===== src/rtl/uart_tx_sched.sv =====
// Round-robin scheduler that shares one baud-clocked UART transmitter between two byte sources.
// Optional build macro UART_TX_SCHED_CRLF_EN appends 0x0A after every successfully sent 0x0D.
module uart_tx_sched #(
  parameter int unsigned GAP_CYCLES     = 16,
  parameter int unsigned TIMEOUT_CYCLES = 2000000,
  parameter int unsigned CW             = 21
) (
  input  logic       clk,
  input  logic       reset,
  input  logic       a_valid,
  input  logic [7:0] a_data,
  output logic       a_ready,
  input  logic       b_valid,
  input  logic [7:0] b_data,
  output logic       b_ready,
  output logic [7:0] tx_data,
  output logic       tx_ena,
  input  logic       tx_sent,
  output logic       busy,
  output logic       last_grant,
  output logic       err
);

  localparam int unsigned DW = 8;
  localparam logic [CW-1:0] GAP_LAST = CW'(GAP_CYCLES - 1);
  localparam logic [CW-1:0] TO_LAST  = CW'(TIMEOUT_CYCLES - 1);
  localparam logic [CW-1:0] CNT_MAX  = {CW{1'b1}};
`ifdef UART_TX_SCHED_CRLF_EN
  localparam logic [DW-1:0] CHAR_CR = DW'(8'h0D);
  localparam logic [DW-1:0] CHAR_LF = DW'(8'h0A);
`endif

  typedef enum logic [1:0] {
    S_IDLE    = 2'd0,
    S_ASSERT  = 2'd1,
    S_RELEASE = 2'd2,
    S_GAP     = 2'd3
  } state_e;

  state_e          state_q, state_d;
  logic [CW-1:0]   cnt_q, cnt_d, cnt_inc;
  logic [DW-1:0]   tx_data_q, tx_data_d;
  logic            last_grant_q, last_grant_d;
  logic            tx_ena_q, busy_q, err_q, err_d;
  logic            sync1_q, sent_s_q, sent_q;
  logic            sent_rise;
  logic            idle_c;
`ifdef UART_TX_SCHED_CRLF_EN
  logic            timed_out_q, timed_out_d;
`endif

  // tx_sent comes from the baud domain: two-flop synchronizer plus edge detect
  always_ff @(posedge clk or posedge reset) begin
    if (reset) begin
      sync1_q  <= 1'b0;
      sent_s_q <= 1'b0;
      sent_q   <= 1'b0;
    end else begin
      sync1_q  <= tx_sent;
      sent_s_q <= sync1_q;
      sent_q   <= sent_s_q;
    end
  end

  assign sent_rise = sent_s_q & ~sent_q;

  // Grant goes to whoever was not served last when both ask at once
  assign idle_c  = (state_q == S_IDLE) & ~reset;
  assign a_ready = idle_c & a_valid & (~b_valid | last_grant_q);
  assign b_ready = idle_c & b_valid & (~a_valid | ~last_grant_q);

  always_comb begin
    state_d      = state_q;
    cnt_d        = cnt_q;
    tx_data_d    = tx_data_q;
    last_grant_d = last_grant_q;
    err_d        = 1'b0;
`ifdef UART_TX_SCHED_CRLF_EN
    timed_out_d  = timed_out_q;
`endif
    cnt_inc      = (cnt_q == CNT_MAX) ? cnt_q : cnt_q + CW'(1);

    case (state_q)
      S_IDLE: begin
        if (a_ready) begin
          tx_data_d    = a_data;
          last_grant_d = 1'b0;
          cnt_d        = '0;
          state_d      = S_ASSERT;
`ifdef UART_TX_SCHED_CRLF_EN
          timed_out_d  = 1'b0;
`endif
        end else if (b_ready) begin
          tx_data_d    = b_data;
          last_grant_d = 1'b1;
          cnt_d        = '0;
          state_d      = S_ASSERT;
`ifdef UART_TX_SCHED_CRLF_EN
          timed_out_d  = 1'b0;
`endif
        end
      end

      // ena is held as a level; sent beats a coincident timeout
      S_ASSERT: begin
        cnt_d = cnt_inc;
        if (sent_rise) begin
          state_d = S_RELEASE;
        end else if (cnt_q >= TO_LAST) begin
          err_d   = 1'b1;
          state_d = S_RELEASE;
`ifdef UART_TX_SCHED_CRLF_EN
          timed_out_d = 1'b1;
`endif
        end
      end

      S_RELEASE: begin
        if (!sent_s_q) begin
          cnt_d = '0;
`ifdef UART_TX_SCHED_CRLF_EN
          if ((tx_data_q == CHAR_CR) && !timed_out_q) begin
            tx_data_d = CHAR_LF;
            state_d   = S_ASSERT;
          end else begin
            state_d   = S_GAP;
          end
`else
          state_d = S_GAP;
`endif
        end
      end

      S_GAP: begin
        if (cnt_q >= GAP_LAST) begin
          state_d = S_IDLE;
        end else begin
          cnt_d = cnt_inc;
        end
      end

      default: state_d = S_IDLE;
    endcase
  end

  always_ff @(posedge clk or posedge reset) begin
    if (reset) begin
      state_q      <= S_IDLE;
      cnt_q        <= '0;
      tx_data_q    <= '0;
      last_grant_q <= 1'b1;
      tx_ena_q     <= 1'b0;
      busy_q       <= 1'b0;
      err_q        <= 1'b0;
    end else begin
      state_q      <= state_d;
      cnt_q        <= cnt_d;
      tx_data_q    <= tx_data_d;
      last_grant_q <= last_grant_d;
      tx_ena_q     <= (state_d == S_ASSERT);
      busy_q       <= (state_d != S_IDLE);
      err_q        <= err_d;
    end
  end

`ifdef UART_TX_SCHED_CRLF_EN
  always_ff @(posedge clk or posedge reset) begin
    if (reset) begin
      timed_out_q <= 1'b0;
    end else begin
      timed_out_q <= timed_out_d;
    end
  end
`endif

  assign tx_data    = tx_data_q;
  assign tx_ena     = tx_ena_q;
  assign busy       = busy_q;
  assign last_grant = last_grant_q;
  assign err        = err_q;

endmodule

===== config.mk =====
export PLATFORM = sky130hd
export DESIGN_NAME = uart_tx_sched
export DESIGN_NICKNAME = d
export VERILOG_FILES = /design/src/rtl/uart_tx_sched.sv
export SDC_FILE = /design/constraint.sdc
export NUM_CORES = 1
export LEC_CHECK = 0
export CAP_MARGIN = 25
export CORE_UTILIZATION = 45
export CTS_CLUSTER_DIAMETER = 40
export CTS_CLUSTER_SIZE = 16
export DETAILED_ROUTE_END_ITERATION = 7
export HOLD_SLACK_MARGIN = 0.05
export PLACE_DENSITY = 0.79
export SKIP_CTS_REPAIR_TIMING = 1
export SLEW_MARGIN = 30
export SYNTH_ARGS = -nofsm -noshare
export SYNTH_HDL_FRONTEND = slang
export SYNTH_SLANG_ARGS = --single-unit

===== constraint.sdc =====
create_clock -name clk -period 4.2 [get_ports clk]
set_clock_uncertainty 0.2 [all_clocks]
set_input_delay 0.84 -clock clk [delete_from_list [all_inputs] [get_ports clk]]
set_output_delay 0.84 -clock clk [all_outputs]
set_load 0.005 [all_outputs]

==> results of run 1 <==
cells by family after synthesis:
kind of cell / after synthesis
AND/OR/NAND/NOR: 119
adder cells (fa/ha/maj): 1
AO/OA/AOI/OAI: 56
multiplexers: 12
flip-flops: 38
buffers and inverters: 21
per-stage QoR:
| step | power, W | instance area, um^2 |
|---|---|---|
| finish | 0.001211 | 2691 |
| CTS | 0.001222 | 2691 |
| global placement | 0.0009605 | 2609 |
| detailed placement | 0.0009758 | 2609 |
| global route | 0.001298 | 2691 |
| floorplan | 0.0007821 | 2233 |
metal layers:
metal / global-route usage / share of wire / up-vias
met2: 0.3624 / 0.49 / 43
met4: 0.09804 / 0.016 / 0
li1: - / - / 982
met1: 0.2808 / 0.46 / 963
met5: 0 / 0 / -
met3: 0.04722 / 0.031 / 7
state kept, by name (all words and copies together), names as in the netlist:
name        cells
sync1_q         1
last_grant      1
busy            1
tx_ena          1
sent_s_q        1
cnt_q          21
state_q         2
tx_data         8
sent_q          1
err             1
path summary, 6_finish.rpt:
check	to	slack, ns	depth (start not counted)
max reg2reg	cnt_q[12]	1.25	5
max	a_ready	0.77	6
max in group asynchronous	state_q[0]	2.32	3
min in group asynchronous	cnt_q[1]	0.75	2
min	sent_s_q	0.15	0
min reg2reg	sent_s_q	0.15	0
cells in the mapped netlist, types with 5 or more instances:
library cell   n
nor4_1         5
inv_1          5
nor2_1        11
dfrtp_1       37
mux2i_1       12
clkbuf_1       8
or4_1          8
buf_2          6
nor3_1         5
a21oi_1       12
nand2_1       37
o21ai_0       12
o311ai_0       6
nand2b_1       7
nand4_1        6
nand3_1       13
o31ai_1        7
power breakdown:
part | leakage [nW] | total [W] | switching [W] | internal [W]
sequential | 0.496 | 0.000556 | 0.000110 | 0.000446
combinational | 0.597 | 0.000410 | 0.000200 | 0.000210
clock | 0.0450 | 0.000244 | 0.000129 | 0.000115
total | 1.14 | 0.00121 | 0.000439 | 0.000771
placed cells by master, fill, tap and decap left out, drive strengths merged, types with 3 or more instances in the layout:
cell / Yosys / routed
dfrtp: 37 / 37
and3: 4 / 4
and4: 4 / 4
o311ai: 6 / 6
o31ai: 7 / 7
nand4b: 4 / 4
clkdlybuf4s50: 0 / 34
nand3: 13 / 13
inv: 5 / 5
or4: 8 / 8
or2: 3 / 3
nand2: 37 / 37
nand2b: 7 / 7
nor4: 7 / 7
or3: 3 / 3
mux2i: 12 / 12
a21oi: 12 / 12
nand4: 8 / 8
o21ai: 13 / 13
o211ai: 4 / 4
nor2: 11 / 11
buf: 8 / 3
clkbuf: 8 / 6
nor3: 5 / 5
cell type report:
class / instances / share of cell area
multi-input cells: 188 / 0.4426
flip-flops and latches: 38 / 0.3538
repair buffers: 37 / 0.1348
well taps: 67 / 0.03115
clock buffers: 6 / 0.02696
inverters: 5 / 0.006974
clock inverters: 2 / 0.003719
worst max-delay path: stages:
cell and delay (ns):
clkdlybuf4s50_1 0.44, nor3_1 0.25, nand3_1 0.11, buf_4 0.20
inv_1 0.06, clkdlybuf4s50_1 0.49
==> summary.md, run 1 <==
| Metric | Value |
|---|---|
| Final non-filler cell total | `343` |
| Synthesized flop and latch total | `38` |
| Finished Core Util | `0.5661` |
| Top cell type's share of synthesized area | `0.4146` |
| # diodes | `0` |
| Overall die width | `72.45 um` |
| Largest family of logic cells by synthesized area | `simple AND/OR/NAND/NOR gates` |
| Lkg Pwr | `1.138 nW` |
| Largest net degree at the start of global routing | `27` |
| Post-synthesis mux area share | `0.05378` |
| Adder-Cell Fraction of Synth Area | `0.005602` |
| Layout cells sized above 1 | `0.07246` |
| Area delta synth->final | `20.50%` |
| Row cnt | `25` |
| Register Area | `952.2 um^2` |
| Post-synth EDFFs | `0` |
| Starting density of the core | `0.4697` |
| Hold Crit Start | `sync1_q` |
| Critical Path Start | `reset` |
| WHS | `0.1497 ns` |
| Synth cell types | `47` |
| Num CTS Buffers | `5` |
| Synth Flop Type | `dfrtp_1` |
| Synthesized area per cell | `9.042 um^2` |
| First-pass DRT Iterations | `4` |
| Placed insts | `335` |
| First-pass GRT wire length | `8.935 mm` |
| Clk_lat worst skew | `0.30 ns` |
| RR Startpoint | `state_q[0]` |
| Synth Area in Compound Gates | `0.1692` |
| Rel. slew slack | `0.4533` |
| Fmax achieved | `0.2917 GHz` |
| Longest Clk Path Bufs | `2` |
| Asr flop ratio synth | `1.000` |
| Final WL | `5.184 mm` |
| CTS tree | `built` |
| Pre-CTS setup slack | `0.7617 ns` |
| DRC viols | `0` |
| Setup ws final | `0.7714 ns` |
| Core footprint | `0.004755 mm^2` |
| ANT nets after route | `0` |
| CP max FO | `10` |
| Die footprint | `0.005249 mm^2` |
| RD Place Congestion | `0.9017` |
| Vias in the first global route | `1910` |
| CP required | `3.16 ns` |
| Initial DRC Count | `79` |
| Syn_nets | `269` |
| Initial antenna violation count | `0` |
| HPWL Detailed | `3.648 mm` |
| CP Launch Type | `input port` |
| Status | `finished clean` |
| Worst-path clk slew | `0.07 ns` |
| Post-synthesis simple-gate area fraction | `0.3048` |
| Multi-input gate area | `0.001191 mm^2` |
| Final hold violation count | `0` |
| Total grt overflow | `0` |
| Cell taking the most area after synthesis | `dfrtp_1` |
| Via count | `1995` |
| H-tree Lvls | `2` |
| Post-synthesis cell area | `0.002233 mm^2` |
| WP data arrival | `2.39 ns` |
| Vias per cell | `5.816` |
| Ys Warns | `0` |
| DR WL/cell | `15.11 um` |
| RSZ-0062 raised after global routing | `no` |
| CTS Root Cell | `clkbuf_8` |
| Setup TNS | `0 ns` |
| Crit Path Class | `in2out` |
| VDD IR max | `295.5 uV` |
| Fin crit period | `3.429 ns` |
| Die Height | `72.45 um` |
| Max-capacitance violation count | `0` |
| Boundary Pins | `35` |
| Sequential cell area fraction in the yosys report | `0.4263` |
| Mapped Cells | `247` |
| XOR/XNOR Fraction of Synth Area | `0` |
| Power per cell area | `449.9 mW/mm^2` |
| Port buffer count | `34` |
| Worst setup EP type | `primary output` |
| Final #Nets | `297` |
| Total track usage | `0.2211` |
| Min-Delay Path Class | `reg2reg` |
| Final period util | `0.8163` |
| Setup violations, final | `0` |
| Pins Over Slew Limit | `0` |
| Filler cells | `464` |
| Clk sinks | `38` |
| Least-Margin Pin Slew | `0.8170 ns` |
| Area contributors post-synth | `dfrtp_1, nand2_1, mux2i_1, nand3_1, a21oi_1` |
Note: power is estimated with default switching activity, not from simulation.
==> run 2, diff against run 1 <==
--- a/config.mk
+++ b/config.mk
@@ -11,7 +11,7 @@
 export CTS_CLUSTER_SIZE = 16
 export DETAILED_ROUTE_END_ITERATION = 7
 export HOLD_SLACK_MARGIN = 0.05
-export PLACE_DENSITY = 0.79
+export PLACE_DENSITY = 0.81
 export SKIP_CTS_REPAIR_TIMING = 1
 export SLEW_MARGIN = 30
 export SYNTH_ARGS = -nofsm -noshare
==> constraint.sdc (replaced) <==
create_clock -name clk -period 2.9 [get_ports clk]
set_clock_uncertainty 0.2 [all_clocks]
set_input_delay 0.58 -clock clk [delete_from_list [all_inputs] [get_ports clk]]
set_output_delay 0.58 -clock clk [all_outputs]
set_load 0.005 [all_outputs]
==> run 2 against run 1 <==
Net effect:
- combinational power is 67% higher
- clock power is 91% higher
- cell count is 1.5% higher
- sequential share of layout area is 1.0 points lower
- die area stayed put
- wire length is 6.2% higher
- non-clock buffer count is 5 higher
- critical path type unchanged
==> summary.md, run 2 (synthesis results as in run 1) <==
| Metric | Value |
|---|---|
| Status | `finished clean` |
| Max FFs per register | `21` |
| Pins Over Slew Limit | `0` |
| Setup TNS | `0 ns` |
| Initial antenna violation count | `0` |
| Clk_lat worst skew | `0.30 ns` |
| R2R Setup Slk | `0.31 ns` |
| Sw Share | `0.3521` |
| Fmax achieved | `0.3543 GHz` |
| CTS tree | `built` |
| Lkg Pwr | `1.174 nW` |
| Switching Power | `0.0006712 W` |
| Worst setup EP type | `primary output` |
| HPWL Detailed | `3.922 mm` |
| Setup violations, final | `0` |
| Rel. slew slack | `0.5506` |
| CP max-delay cell | `clkdlybuf4s50_1` |
| Largest net degree at the start of global routing | `25` |
| RR Startpoint | `cnt_q[1]` |
| Gate power share | `0.359` |
| Layout cells sized above 1 | `0.09253` |
| Reg-to-reg critical path endpoint | `cnt_q[14]` |
| Placed insts | `340` |
| Worst Path Buf+Inv | `2` |
| Fin crit period | `2.822 ns` |
| WP data arrival | `2.04 ns` |
| Worst-path clk slew | `0.08 ns` |
| Top Family by Delay on Critical Path | `buffers and inverters` |
| VDD IR max | `458.1 uV` |
| Min-Delay Path Class | `reg2reg` |
| CP Capture Point | `b_ready` |
| CP max FO | `3` |
| First-pass DRT Iterations | `4` |
| First-pass GRT wire length | `9.294 mm` |
| DR WL/cell | `15.82 um` |
| Setup ws final | `0.07772 ns` |
| Pre-CTS setup slack | `0.06529 ns` |
| Final WL | `5.506 mm` |
| Num CTS Buffers | `5` |
| Total track usage | `0.2292` |
| Core footprint | `0.004755 mm^2` |
| Overall die width | `72.45 um` |
| Most frequent cells in the layout | `nand2_1, dfrtp_1, clkdlybuf4s50_1, nand3_1` |
| Final non-filler cell total | `348` |
| Power per cell area | `687.4 mW/mm^2` |
| CP required | `2.12 ns` |
| Least-Margin Pin Slew | `0.6696 ns` |
| CTS Root Cell | `clkbuf_8` |
| Final hold violation count | `0` |
| Seq pwr share | `0.397` |
| Vias per cell | `5.928` |
| Register with the most flip-flops | `cnt_q` |
| RSZ-0062 raised after global routing | `no` |
| # diodes | `0` |
| Clk sinks | `38` |
| Starting density of the core | `0.4697` |
| Critical Path Start | `reset` |
| RD Place Congestion | `0.8721` |
| Die footprint | `0.005249 mm^2` |
| H-tree Lvls | `2` |
| P_int | `0.001235 W` |
| Vias in the first global route | `1951` |
| Slowest stage delay, CP | `0.51 ns` |
| Crit Path Class | `in2out` |
| WP depth | `4` |
| R2R depth | `6` |
| Most numerous cell on the critical path | `clkdlybuf4s50_1` |
| Final period util | `0.9732` |
| Hold Crit Start | `sync1_q` |
| Longest Clk Path Bufs | `2` |
| Final #Nets | `302` |
| Total grt overflow | `0` |
| CP Launch Type | `input port` |
| Clock network power share | `0.244` |
| Die Height | `72.45 um` |
| Via count | `2063` |
| Max-capacitance violation count | `0` |
| Initial DRC Count | `113` |
| Crit-path cells | `clkdlybuf4s50_1, nor3_1, and3_1, clkdlybuf4s50_1` |
| Port buffer count | `34` |
| Area delta synth->final | `24.15%` |
| Row cnt | `25` |
| ANT nets after route | `0` |
| Boundary Pins | `35` |
| DRC viols | `0` |
[run 2: cell count changes in the layout (fill, tap and decap cells not counted), sizes merged]
cell	change
bufinv	+1
clkbuf	-1
clkinvlp	+2
buf	+5
clkinv	-2
[run 2: power groups by stage]
stage / Combinational [W] / Sequential [W] / Clock (W)
6_report: 0.000684 / 0.000757 / 0.000465
5_1_grt: 0.000756 / 0.000775 / 0.000486
4_1_cts: 0.000691 / 0.000756 / 0.000467
3_5_place_dp: 0.000690 / 0.000765 / 0
3_3_place_gp: 0.000658 / 0.000759 / 0
2_1_floorplan: 0.000397 / 0.000735 / 0
[run 2: layout make-up]
type | count | area (um^2)
Sequential cell | 38 | 952.2
Multi-Input combinational cell | 188 | 1191
Clock inverter | 3 | 45.04
Tap cell | 67 | 83.83
Fill cell | 441 | 1982
Clock buffer | 5 | 68.82
Timing Repair Buffer | 42 | 412.9
Inverter | 5 | 18.77
[run 2: worst min path at each step]
stage | endpoint | slack [ns] | cells after the start
after CTS | sent_s_q | 0.16 | 0
after global routing | sent_s_q | 0.16 | 0
after detailed placement | sent_s_q | 0.14 | 0
after global placement | sent_s_q | 0.13 | 0
after floorplan | sent_s_q | 0.13 | 0
final | sent_s_q | 0.16 | 0
[run 2: layer usage]
metal / GRT usage / up-vias / part of all wire
met5: 0 / - / 0
met4: 0.08715 / 0 / 0.015
met3: 0.04028 / 8 / 0.049
met2: 0.3946 / 53 / 0.51
met1: 0.2867 / 1009 / 0.42
li1: - / 993 / -
[run 2: metrics by stage]
stage | utilization | hold WS [ns] | cell area, um^2 | power [W]
floorplan | - | 0.1312 | 2233 | 0.001133
global placement | 0.5592 | 0.1321 | 2659 | 0.001417
detailed placement | 0.5592 | 0.1385 | 2659 | 0.001455
CTS | 0.5832 | 0.1566 | 2773 | 0.001914
global route | 0.5832 | 0.1602 | 2773 | 0.002017
finish | 0.5832 | 0.1565 | 2773 | 0.001906
==> run 3, diff against run 2 <==
--- a/config.mk
+++ b/config.mk
@@ -6,6 +6,7 @@
 export NUM_CORES = 1
 export LEC_CHECK = 0
 export CAP_MARGIN = 25
+export CORE_ASPECT_RATIO = 1.75
 export CORE_UTILIZATION = 45
 export CTS_CLUSTER_DIAMETER = 40
 export CTS_CLUSTER_SIZE = 16
==> run 3 against run 2 <==
Net effect:
- utilization decreased by 0.63 points
- combinational power shrank 2.9%
- critical path type unchanged
- highest routed layer unchanged
- wire length up 2.0%
- critical path depth did not move
- global-route usage is 0.29 points lower
- first-iteration DRC count fell by 46%
- non-clock buffer count unchanged
- total power decreased by 6.7%
- cell count shrank 4.3%
- hold slack gained 0.0037 ns
- flip-flop and latch count unchanged
==> summary.md, run 3 (synthesis results as in run 1) <==
| Metric | Value |
|---|---|
| Hold Crit Start | `sync1_q` |
| Setup ws final | `0.1559 ns` |
| Clk sinks | `38` |
| Power per cell area | `655.1 mW/mm^2` |
| Clk_lat worst skew | `0.30 ns` |
| RR Startpoint | `cnt_q[7]` |
| Status | `finished clean` |
| Final WL | `5.616 mm` |
| Slowest stage delay, CP | `0.52 ns` |
| Core footprint | `0.004707 mm^2` |
| Multi-input gate area | `0.001196 mm^2` |
| Critical Path Start | `reset` |
| Largest net degree at the start of global routing | `32` |
| Die Height | `95.20 um` |
| Finished Core Util | `0.5768` |
| RD Place Congestion | `0.8790` |
| Worst setup EP type | `primary output` |
| Total track usage | `0.2263` |
| Starting density of the core | `0.4745` |
| Total grt overflow | `0` |
| Die footprint | `0.005260 mm^2` |
| R2R depth | `5` |
| # diodes | `0` |
| Overall die width | `55.26 um` |
| CTS tree | `built` |
| Layout cells sized above 1 | `0.09253` |
| CP max-delay cell | `clkdlybuf4s50_1` |
| Post-route cell area | `0.002715 mm^2` |
| DR WL/cell | `16.86 um` |
| Final period util | `0.9462` |
| Lkg Pwr | `1.166 nW` |
| Area delta synth->final | `21.57%` |
| WHS | `0.1603 ns` |
| WP data arrival | `1.96 ns` |
| CTS Root Cell | `clkbuf_8` |
| Register with the most flip-flops | `cnt_q` |
| DP Area | `0.002628 mm^2` |
| DRC viols | `0` |
| Pins Over Slew Limit | `0` |
| Final hold violation count | `0` |
| CP required | `2.12 ns` |
| Worst-path clk slew | `0.07 ns` |
| R2R Setup Slk | `0.27 ns` |
| Hold Path Cell Cnt | `0` |
| Reg-to-reg critical path endpoint | `cnt_q[19]` |
| Register Area | `952.2 um^2` |
| Fmax achieved | `0.3644 GHz` |
| First-pass DRT Iterations | `4` |
| RSZ-0062 raised after global routing | `no` |
| Via count | `2064` |
| Min-Delay Path Class | `reg2reg` |
| Max-capacitance violation count | `0` |
| Initial DRC Count | `61` |
| Least-Margin Pin Slew | `0.6332 ns` |
| Rel. slew slack | `0.5750` |
| CP max FO | `3` |
| Row cnt | `33` |
| Min-Delay Endpoint | `sent_s_q` |
| Final #Nets | `302` |
| First-pass GRT wire length | `9.321 mm` |
| Filler cells | `424` |
| Longest Clk Path Bufs | `2` |
| CP Launch Type | `input port` |
| Num CTS Buffers | `5` |
| ANT nets after route | `0` |
| Most frequent cells in the layout | `nand2_1, dfrtp_1, clkdlybuf4s50_1, nand3_1` |
| Most numerous cell on the critical path | `clkdlybuf4s50_1` |
| Fin crit period | `2.744 ns` |
| Crit-path cells | `clkdlybuf4s50_1, nor3_2, and3_1, clkdlybuf4s50_1` |
| HPWL Detailed | `4.124 mm` |
| Initial antenna violation count | `0` |
| Max FFs per register | `21` |
| VDD IR max | `420.3 uV` |
| Vias per cell | `6.198` |
| Pre-CTS setup slack | `-0.01933 ns` |
| Crit Path Class | `in2out` |
| Port buffer count | `34` |
| Boundary Pins | `35` |
| H-tree Lvls | `2` |
| Vias in the first global route | `1933` |
| Setup violations, final | `0` |
run 3: cell count changes in the layout (fill, tap and decap cells not counted), sizes merged:
cell and change:
clkbuf +1, bufinv -1, clkinvlp -2, clkinv +2
run 3: power breakdown:
group / switching (W) / internal, W
combinational: 0.000341 / 0.000323
clock: 0.000191 / 0.000167
sequential: 0.000110 / 0.000647
run 3: per-stage QoR:
step	total power [W]	TNS, ns	std cells
floorplan	0.001133	0	247
global placement	0.001408	0	325
detailed placement	0.001432	-0.01933	325
CTS	0.001782	0	333
global route	0.001896	0	333
finish	0.001779	0	333
run 3: critical path, delay by kind of cell:
family	cells	cell delay (ns)
buffers and inverters	2	0.97
and+or+nand+nor	2	0.41
run 3: worst max path at each step:
stage	to	slack, ns
global placement	cnt_q[19]	0.08
floorplan	cnt_q[14]	0.58
finish	b_ready	0.16
global route	a_ready	0.06
detailed placement	cnt_q[19]	-0.02
CTS	a_ready	0.1
run 3: layout make-up:
class                           instances  area share
Clock inverter                          2    0.003687
Timing Repair Buffer                   42      0.1475
Inverter                                5    0.006912
Sequential cell                        38      0.3507
Multi-Input combinational cell        188      0.4406
Clock buffer                            6     0.02673
Tap cell                               52     0.02396
run 3: routing by layer:
| metal | vias up | GRT usage | part of all wire |
|---|---|---|---|
| li1 | 997 | - | - |
| met1 | 986 | 0.2324 | 0.37 |
| met2 | 68 | 0.4418 | 0.56 |
| met3 | 13 | 0.03528 | 0.042 |
| met4 | 0 | 0.1042 | 0.029 |
| met5 | - | 0 | 0 |
